===== config.mk =====
export PLATFORM = sky130hd
export DESIGN_NAME = vedic_product_accumulator
export DESIGN_NICKNAME = d
export VERILOG_FILES = /design/src/rtl/vedic_product_accumulator.sv
export SDC_FILE = /design/constraint.sdc
export NUM_CORES = 1
export LEC_CHECK = 0
export CAP_MARGIN = 20
export CORE_ASPECT_RATIO = 1.75
export CORE_MARGIN = 1.5
export CORE_UTILIZATION = 30
export CTS_BUF_LIST = sky130_fd_sc_hd__clkbuf_8 sky130_fd_sc_hd__clkbuf_16
export CTS_CLUSTER_DIAMETER = 50
export DETAILED_ROUTE_END_ITERATION = 8
export PLACE_DENSITY_LB_ADDON = 0.05
export SLEW_MARGIN = 15
export SYNTH_ARGS = -nofsm -noshare
export SYNTH_HDL_FRONTEND = slang
export SYNTH_SLANG_ARGS = --single-unit
export TNS_END_PERCENT = 50

===== constraint.sdc =====
create_clock -name i_clk -period 2.9 [get_ports i_clk]
set_input_delay 0.58 -clock i_clk [delete_from_list [all_inputs] [get_ports i_clk]]
set_output_delay 0.58 -clock i_clk [all_outputs]
set_load 0.1 [all_outputs]

===== src/rtl/vedic_product_accumulator.sv =====
// Frame accumulator behind the 16x16 Vedic multiplier: sums unsigned products per frame
// and returns the frame sum, term count and a sticky per-frame overflow flag.
module vedic_product_accumulator #(
   parameter int PW     = 32,
   parameter int AW     = 40,
   parameter int MAXLEN = 256
) (
   input  logic                    i_clk,
   input  logic                    i_rst,
   input  logic [PW-1:0]           i_prod_in,
   input  logic                    i_prod_valid,
   input  logic                    i_prod_last,
   output logic                    o_prod_ready,
   output logic [AW-1:0]           o_acc_out,
   output logic [$clog2(MAXLEN):0] o_acc_count,
   output logic                    o_acc_ovf,
   output logic                    o_acc_valid,
   input  logic                    i_acc_ready
);

   localparam int CW = $clog2(MAXLEN) + 1;

   localparam logic [1:0] S_IDLE  = 2'd0;
   localparam logic [1:0] S_ACCUM = 2'd1;
   localparam logic [1:0] S_DONE  = 2'd2;

   logic [1:0]    r_state;
   logic [AW-1:0] r_acc;
   logic [CW-1:0] r_count;
   logic          r_ovf;

   logic          w_beat;
   logic [AW:0]   w_sum;
   logic [CW-1:0] w_count_nx;
   logic          w_first_close;
   logic          w_accum_close;

   // Ready/valid depend only on registered state and reset, never on i_acc_ready.
   assign o_prod_ready = ~i_rst & (r_state != S_DONE);
   assign o_acc_valid  = ~i_rst & (r_state == S_DONE);
   assign o_acc_out    = r_acc;
   assign o_acc_count  = r_count;
   assign o_acc_ovf    = r_ovf;

   assign w_beat        = i_prod_valid & o_prod_ready;
   assign w_sum         = (AW+1)'(r_acc) + (AW+1)'(i_prod_in);
   assign w_count_nx    = r_count + CW'(1);
   assign w_first_close = i_prod_last | (MAXLEN == 1);
   assign w_accum_close = i_prod_last | (int'(w_count_nx) == MAXLEN);

   always_ff @(posedge i_clk) begin
      if (i_rst) begin
         r_state <= S_IDLE;
         r_acc   <= '0;
         r_count <= '0;
         r_ovf   <= 1'b0;
      end else begin
         case (r_state)
            S_IDLE: begin
               if (w_beat) begin
                  r_acc   <= AW'(i_prod_in);
                  r_count <= CW'(1);
                  r_ovf   <= 1'b0;
                  r_state <= w_first_close ? S_DONE : S_ACCUM;
               end
            end
            S_ACCUM: begin
               if (w_beat) begin
                  // Carry-out of the AW-bit add marks a wrap; sticky until the frame is taken.
                  r_acc   <= w_sum[AW-1:0];
                  r_ovf   <= r_ovf | w_sum[AW];
                  r_count <= w_count_nx;
                  if (w_accum_close) r_state <= S_DONE;
               end
            end
            S_DONE: begin
               if (i_acc_ready) begin
                  r_state <= S_IDLE;
                  r_acc   <= '0;
                  r_count <= '0;
                  r_ovf   <= 1'b0;
               end
            end
            default: r_state <= S_IDLE;
         endcase
      end
   end

endmodule


[Word-level counts from Yosys, hierarchy flattened]
Index checks and enable logic that the tools add are counted.
Word-level totals
  bits in registers: 52
  input port bits: 37
  output and inout port bits: 52
  logic and storage cells: 42
Cells by class
  $add $sub $neg: 2
  eq/ne operators: 8
  mux-type cells: 18
  bitwise gates (word level): 6
  reduce and logical (&&, ||, !) cells: 4
Operators by type and width (number)
  $mux W40: 3
  $pmux W40 S3: 1
  $add A40 B32 Y41: 1
  $mux W9: 3
  $pmux W9 S3: 1
  $mux W2: 5
  $ne A2 B2 Y1 const B: 5
  $add A9 B1 Y9 const B: 1
  $eq A9 B9 Y1 const B: 1
  $reduce_and A4 Y1: 2
  $pmux W2 S3: 1
  $and A1 B1 Y1: 3
  $mux W1: 3
  $pmux W1 S3: 1
  $reduce_bool A3 Y1: 1
  $eq A2 B1 Y1 const B: 1
  $eq A2 B2 Y1 const B: 1
  $logic_not A2 Y1: 1
  $or A1 B1 Y1: 2
  $not A1 Y1: 1

[Depth between registers and ports, before layout]
Gate-level depths: netlist of run 1.
  word-level depth: 6
  depth in mapped cells: 11
  gate-level depth less buffers: 10

[Least setup slack after synthesis of run 1]
OpenSTA, ideal clock, no wires.
  path type: flip-flop to flip-flop
  from: register r_state[0]
  to: register r_acc[38], in the netlist o_acc_out[38]
  library setup time: 0.066 ns
  data arrival time: 3.715 ns
  required time: 2.834 ns
  path slack: -0.880 ns
  stages on the path, launching flop included: 11
  path buffers: 1
  clock period less this slack: 3.780 ns
  cell sequence: dfxtp_1 > inv_1 > ha_1 > nor2_1 > a22oi_1 > nor3_1 > and4_1 > clkbuf_1 > nand2_1 > or4_1 > nand3_1
Between the ends
  cells in the longest elaborated chain, start to end: 5
  elaborated cells between the ends (all ways): 12
  classes of those cells: eq/ne (6); mux (1); bitwise (2); reduce/logical (3)
RTL lines
  start, declared: line 27  | logic [1:0] r_state;
  start signal, assigned: line 64  | r_state <= w_first_close ? S_DONE : S_ACCUM;
  $ne A2 B2 Y1 (*): line 39  | assign o_prod_ready = ~i_rst & (r_state != S_DONE);
  $and A1 B1 Y1 (*): line 39
  via o_prod_ready: line 13  | output logic o_prod_ready,
  $and A1 B1 Y1 (*): line 45  | assign w_beat = i_prod_valid & o_prod_ready;
  $ne A2 B2 Y1 (no line)
  $reduce_and A4 Y1 (no line) (*)
  end signal, assigned: line 61  | r_acc <= AW'(i_prod_in);
  end signal, assigned: line 70  | r_acc <= w_sum[AW-1:0];
  end, declared: line 28  | logic [AW-1:0] r_acc;
The timed path passes the listed nets; every way through them passes the cells marked *.
A chain may end at the register's enable or synchronous reset.

[Worst setup path after layout of run 1]
  from: input port i_prod_in[15]
  to: register r_acc[30], in the netlist o_acc_out[30]
Between the ends
  cells in the longest elaborated chain, start to end: 3
RTL lines
  start, declared: line 10  | input logic [PW-1:0] i_prod_in,
  $add A40 B32 Y41: line 46  | assign w_sum = (AW+1)'(r_acc) + (AW+1)'(i_prod_in);
  $mux W40: line 68  | if (w_beat) begin
  $pmux W40 S3: line 58  | case (r_state)
Every way passes these cells. The select of a mux whose other input is x is not followed.

==> results.yml, run 1 <==
hold_path:
  worstHoldStart: "o_acc_out[39]"
  hold_class: "register to register"
logic_synthesis:
  ys.flop_type: "dfxtp_1"
  yosys_warnings: 0
  synth.distinct_cells: 65
  synth-edff-count: 0
  synthArstFlopShare_pct: 0
  ys_seq_elements: 52
  syn-num-nets: 684
  netlist_instances: 608
  synth-seq-area-share_pct: 22.8
  synth_area_mm2: 0.00457
  syn_avg_cell_area_um2: 7.51
finish:
  nFillCells: 1490
  fin_nets: 873
  drive_gt1_share_pct: 31.8
  multiInputGateArea_mm2: 0.00368
  design_area_mm2: 0.00690
  regArea_mm2: 0.00106
  fin_cells: 981
  area_delta_synth_final_pct: 51.0
  diodes: 0
global_routing:
  grt_use_total_pct: 21.6
  antenna_found_initial: 0
  grt_pass1_wl_um: 27200
  grt_pass1_vias: 5514
  overflow: 0
  grt_max_degree: 38
timing:
  maxSlewViolCount: 0
  finalCritPeriodShare_pct: 98.6
  grt_setup_unrepaired: "true"
  fmax_mhz: 350
  fin_worst_skew_ns: 0.00833
  post-route-min-period_ns: 2.86
  finalSetupViolCount: 0
  tightestPinTransition_ns: 0.503
  fin_hold_ws_ns: 0.503
  slew_headroom_pct: 66.2
  setup-tns-final_ns: 0
  hold_violations: 0
setup_path:
  cp-startpoint: "i_prod_in[15]"
  cp.required_ns: 3.07
  critical_path_class: "input port to register"
  cp_max_fo: 4
  worstPathArrival_ns: 3.03
  critPathCaptureType: "register"
  worstReg2RegStart: "o_acc_count[1]"
  startpoint_type: "input port"
placed_design:
  dp_hpwl_um: 13000
  placed_cell_area_mm2: 0.00636
  numPlacedInstances: 964
  routabilityCongestion: 0.894
  portBuffers: 88
power:
  ir_drop_mv: 0.702
  p_leak_uw: 0.00301
  powerDensity_mw_per_mm2: 1280
cts:
  clk_pin_slew_ns: 0.08
  cts_sinks: 52
  cts_buffers: 5
  htree_levels: 2
  cts_tree: "built"
  hold_buffers: 0
  clk_path_buf_depth: 2
  root_buffer: "clkbuf_16"
  clock_latency_ns: 0.30
routing:
  vias: 5353
  routedWlPerCell_um: 17.3
  antenna_left: 0
  wirelength_um: 17000
  remaining_drc_errors: 0
  drt_iter0_drc: 191
  vias_per_cell: 5.46
  firstDrtPassIters: 4
die:
  core_mm2: 0.0148
  die_x_um: 96.3
  die_area_mm2: 0.0160
  rows: 59
  die_y_um: 166
  ios: 89
  start_util_pct: 30.8
job:
  maxCapViolCount: 0
run_status:
  outcome: "complete, no violations"
cell type report:
cell class              instances  area share, %
flip-flops and latches         52           15.4
inverters                      16          0.871
clock inverters                 2          0.163
multi-input cells             511           53.3
clock buffers                   6           2.01
well taps                     183           3.32
repair buffers                211           24.9
worst max-delay path, stage by stage:
cell and delay [ns]:
clkdlybuf4s50_1 0.43, ha_1 0.37, a21o_1 0.20, a211oi_2 0.27
nor2_1 0.07, o41a_1 0.40, o311a_1 0.32, a211o_1 0.26
nand2_1 0.07, a21oi_1 0.05
cells in the final DEF, fill, tap and decap left out, types with 7 or more instances in the layout:
cell	count
buf_4	171
nor2_1	60
a21oi_1	46
nand2_1	43
o21ai_0	36
dfxtp_1	35
nor3_1	27
ha_1	26
nand3_1	21
clkdlybuf4s50_1	19
a221oi_1	17
dfxtp_2	17
inv_1	16
a21o_1	16
and3_1	16
xnor2_1	15
dlygate4sd2_1	11
o21ai_1	10
a211oi_1	10
ha_4	10
nor2b_1	9
nand2b_1	9
nand4_1	9
o21a_1	8
a31oi_1	8
mux2i_1	7
xor2_1	7
where the power goes:
part,total [µW],internal (µW),switching (µW)
clock network,647,342,305
logic,6920,2520,4400
registers,1240,987,257
path summary, 6_finish.rpt:
check | to | slack, ns | cells past startpoint
max | o_acc_out[30] | 0.04 | 10
min | o_acc_out[39] | 0.50 | 2
max reg2reg | r_state[0] | 0.32 | 9
min reg2reg | o_acc_out[39] | 0.50 | 2
through the flow:
stage	util, %	power [µW]	setup WS (ns)
after global placement	42.9	7720	-0.635
after global routing	46.5	9390	-0.0329
after detailed placement	42.9	7770	-0.656
final	46.5	8810	0.0400
after floorplan	-	5540	-0.160
after CTS	45.3	8690	0.000384
flip-flops by register name, summed over array words and instances (netlist names):
signal / cells
o_acc_ovf: 1
o_acc_out: 40
r_state: 2
o_acc_count: 9
cells by family (layout without fill, tap and decap cells):
family | count (synthesis) | after routing | share of synthesized area, %
AND/OR/NAND/NOR | 234 | 234 | 25.4
AO/OA/AOI/OAI | 209 | 209 | 31.4
flip-flops | 52 | 52 | 22.8
buffers and inverters | 45 | 235 | 3.78
adder cells (fa/ha/maj) | 39 | 39 | 10.9
XOR/XNOR | 22 | 22 | 4.22
multiplexers | 7 | 7 | 1.53
metal layers:
metal  global-route usage, %  vias to the layer above  part of all wire [%]
met4                    7.10                        0                   2.4
li1                        -                     2673                     -
met1                    22.8                     2574                    39
met5                       0                        -                     0
met3                    1.69                       21                   2.6
met2                    42.4                       85                    56
synth_stat cells (6+ instances only):
cell type	n	area share, %
inv_1	15	1.2
a21oi_1	49	5.4
a221oi_1	19	3.6
a21o_1	16	2.6
or3_1	6	0.82
nand2b_1	9	1.2
nor2b_1	9	1.2
nor2_1	66	5.4
clkbuf_1	25	2.1
nor3_1	27	3.0
nand3_1	21	2.3
nand4_1	9	1.2
a31oi_1	8	1.1
dfxtp_1	52	23
ha_1	38	10
o211ai_1	6	0.99
a211oi_1	15	2.5
o21a_1	9	1.5
mux2i_1	7	1.5
xnor2_1	15	2.9
nand2_1	45	3.7
and3_1	16	2.2
xor2_1	7	1.3
o21ai_0	46	5.0
timing repair:
| action | CTS | global route |
|---|---|---|
| setup buffers | 4 | 5 |
| gates resized for setup | 47 | 28 |
| pin swaps | 29 | 23 |
| setup endpoints to repair | 26 | 25 |
(Power assumes the default switching activity.)
==> inputs of run 2 (changes only) <==
Settings changed: TNS_END_PERCENT 50 to default.
==> results.yml, run 2 (synthesis results as in run 1) <==
run_status:
  outcome: "complete, no violations"
timing:
  finalCritPeriodShare_pct: 96.8
  fin_hold_ws_ns: 0.508
  worst_slack_ns: 0.0915
  fin_worst_skew_ns: 0.00940
  grt_setup_unrepaired: "false"
  hold_violations: 0
  tightestPinTransition_ns: 0.508
  finalSetupViolCount: 0
  fmax_mhz: 356
  slew_headroom_pct: 65.9
  maxSlewViolCount: 0
  post-route-min-period_ns: 2.81
  setup-tns-final_ns: 0
finish:
  layout_commonest_cell: "buf_4"
  drive_gt1_share_pct: 32.7
  largest_reg_flops: 40
  final_cell_mix: "buf_4, nor2_1, a21oi_1"
  nFillCells: 1494
  diodes: 0
  fin_util_pct: 47.0
  area_delta_synth_final_pct: 52.8
  fin_nets: 867
cts:
  root_buffer: "clkbuf_16"
  cts_buffers: 5
  htree_levels: 2
  clk_path_buf_depth: 2
  cts_sinks: 52
  clock_latency_ns: 0.31
  cts_tree: "built"
  clk_pin_slew_ns: 0.08
routing:
  drt_iter0_drc: 207
  antenna_left: 0
  firstDrtPassIters: 5
  remaining_drc_errors: 0
  routedWlPerCell_um: 17.6
  vias: 5405
  wirelength_um: 17200
  vias_per_cell: 5.54
setup_path:
  cp.required_ns: 3.08
  path_cells: "clkdlybuf4s50_1 -> ha_4 -> buf_4 -> a21o_1 -> a211oi_2 -> nor2_1 -> o41a_1 -> o311a_1 -> a211o_1 -> nand2_1 -> a21oi_1"
  worstPathArrival_ns: 2.99
  crit_slowest_cell: "clkdlybuf4s50_1"
  slowest_delay_ns: 0.49
  startpoint_type: "input port"
  critical_path_class: "input port to register"
  critPathCaptureType: "register"
  cp_max_fo: 4
die:
  die_area_mm2: 0.0160
  core_mm2: 0.0148
  rows: 59
  start_util_pct: 30.8
  ios: 89
  die_x_um: 96.3
  die_y_um: 166
power:
  p_leak_uw: 0.00304
  power_uw: 8980
  ir_drop_mv: 0.732
  powerDensity_mw_per_mm2: 1290
global_routing:
  grt_pass1_wl_um: 26600
  grt_use_total_pct: 21.2
  grt_max_degree: 38
  antenna_found_initial: 0
  grt_pass1_vias: 5411
  overflow: 0
job:
  maxCapViolCount: 0
placed_design:
  dp_hpwl_um: 12700
  pre_cts_ws_ns: -0.658
  portBuffers: 88
  routabilityCongestion: 0.883
hold_path:
  hold_class: "register to register"
-- run 2: cell count changes in the layout (fill, tap and decap cells not counted), sizes merged --
cell / change
dlygate4sd2: -8
buf: -6
dlymetal6s2s: +5
clkdlybuf4s50: +3
bufinv: +2
clkbuf: -1
clkinvlp: -1
-- run 2: layer usage --
metal | wire, µm | vias up | track usage, %
met1 | 6490 | 2590 | 22.6
met5 | 0 | - | 0
met4 | 386 | 0 | 7.99
li1 | - | 2654 | -
met2 | 9680 | 133 | 41.2
met3 | 612 | 28 | 1.60
-- run 2: final cells by class --
class	count	area (µm²)	area share (%)
multi-input cells	511	3750	53.7
flip-flops and latches	52	1070	15.3
repair buffers	205	1680	24.1
clock inverters	3	68.8	0.986
well taps	183	229	3.28
clock buffers	5	125	1.79
inverters	16	60.1	0.861
-- run 2: worst max-delay path, delay by kind of cell --
family / cells / cell delay [ns]
AOI/OAI and AO/OA: 6 / 1.46
buffers and inverters: 2 / 0.62
adders and majority gates: 1 / 0.20
and+or+nand+nor: 2 / 0.14
-- run 2: path summary, 6_finish.rpt --
check | cells past startpoint | from | slack (ns) | end
worst max-delay path | 11 | i_prod_in[15] | 0.09 | o_acc_out[30]
worst min-delay path | 2 | o_acc_out[33] | 0.51 | o_acc_out[33]
worst max register to register | 11 | o_acc_out[0] | 0.36 | o_acc_out[16]
worst min register to register | 2 | o_acc_out[33] | 0.51 | o_acc_out[33]
-- run 2: power by group --
part	switching [µW]	internal [µW]	total, µW
clock network	326	500	826
registers	278	990	1270
logic	4380	2510	6890
-- run 2: what timing repair did --
item	in CTS	in global routing
buffers inserted	4	1
gates resized for setup	32	49
setup endpoints to repair	27	27
hold buffers	0	0
pin swaps	18	32
-- run 2: metrics by stage --
step,instances,cell area (µm²)
3_3_place_gp,962,6340
6_report,975,6980
4_1_cts,974,6690
2_1_floorplan,608,4600
5_1_grt,975,6980
3_5_place_dp,962,6340
==> inputs of run 3 (changes only) <==
Settings changed: SLEW_MARGIN 15 to 20.
==> results of run 3 <==
The final DEF is identical to that of run 2; final timing and power are the same.
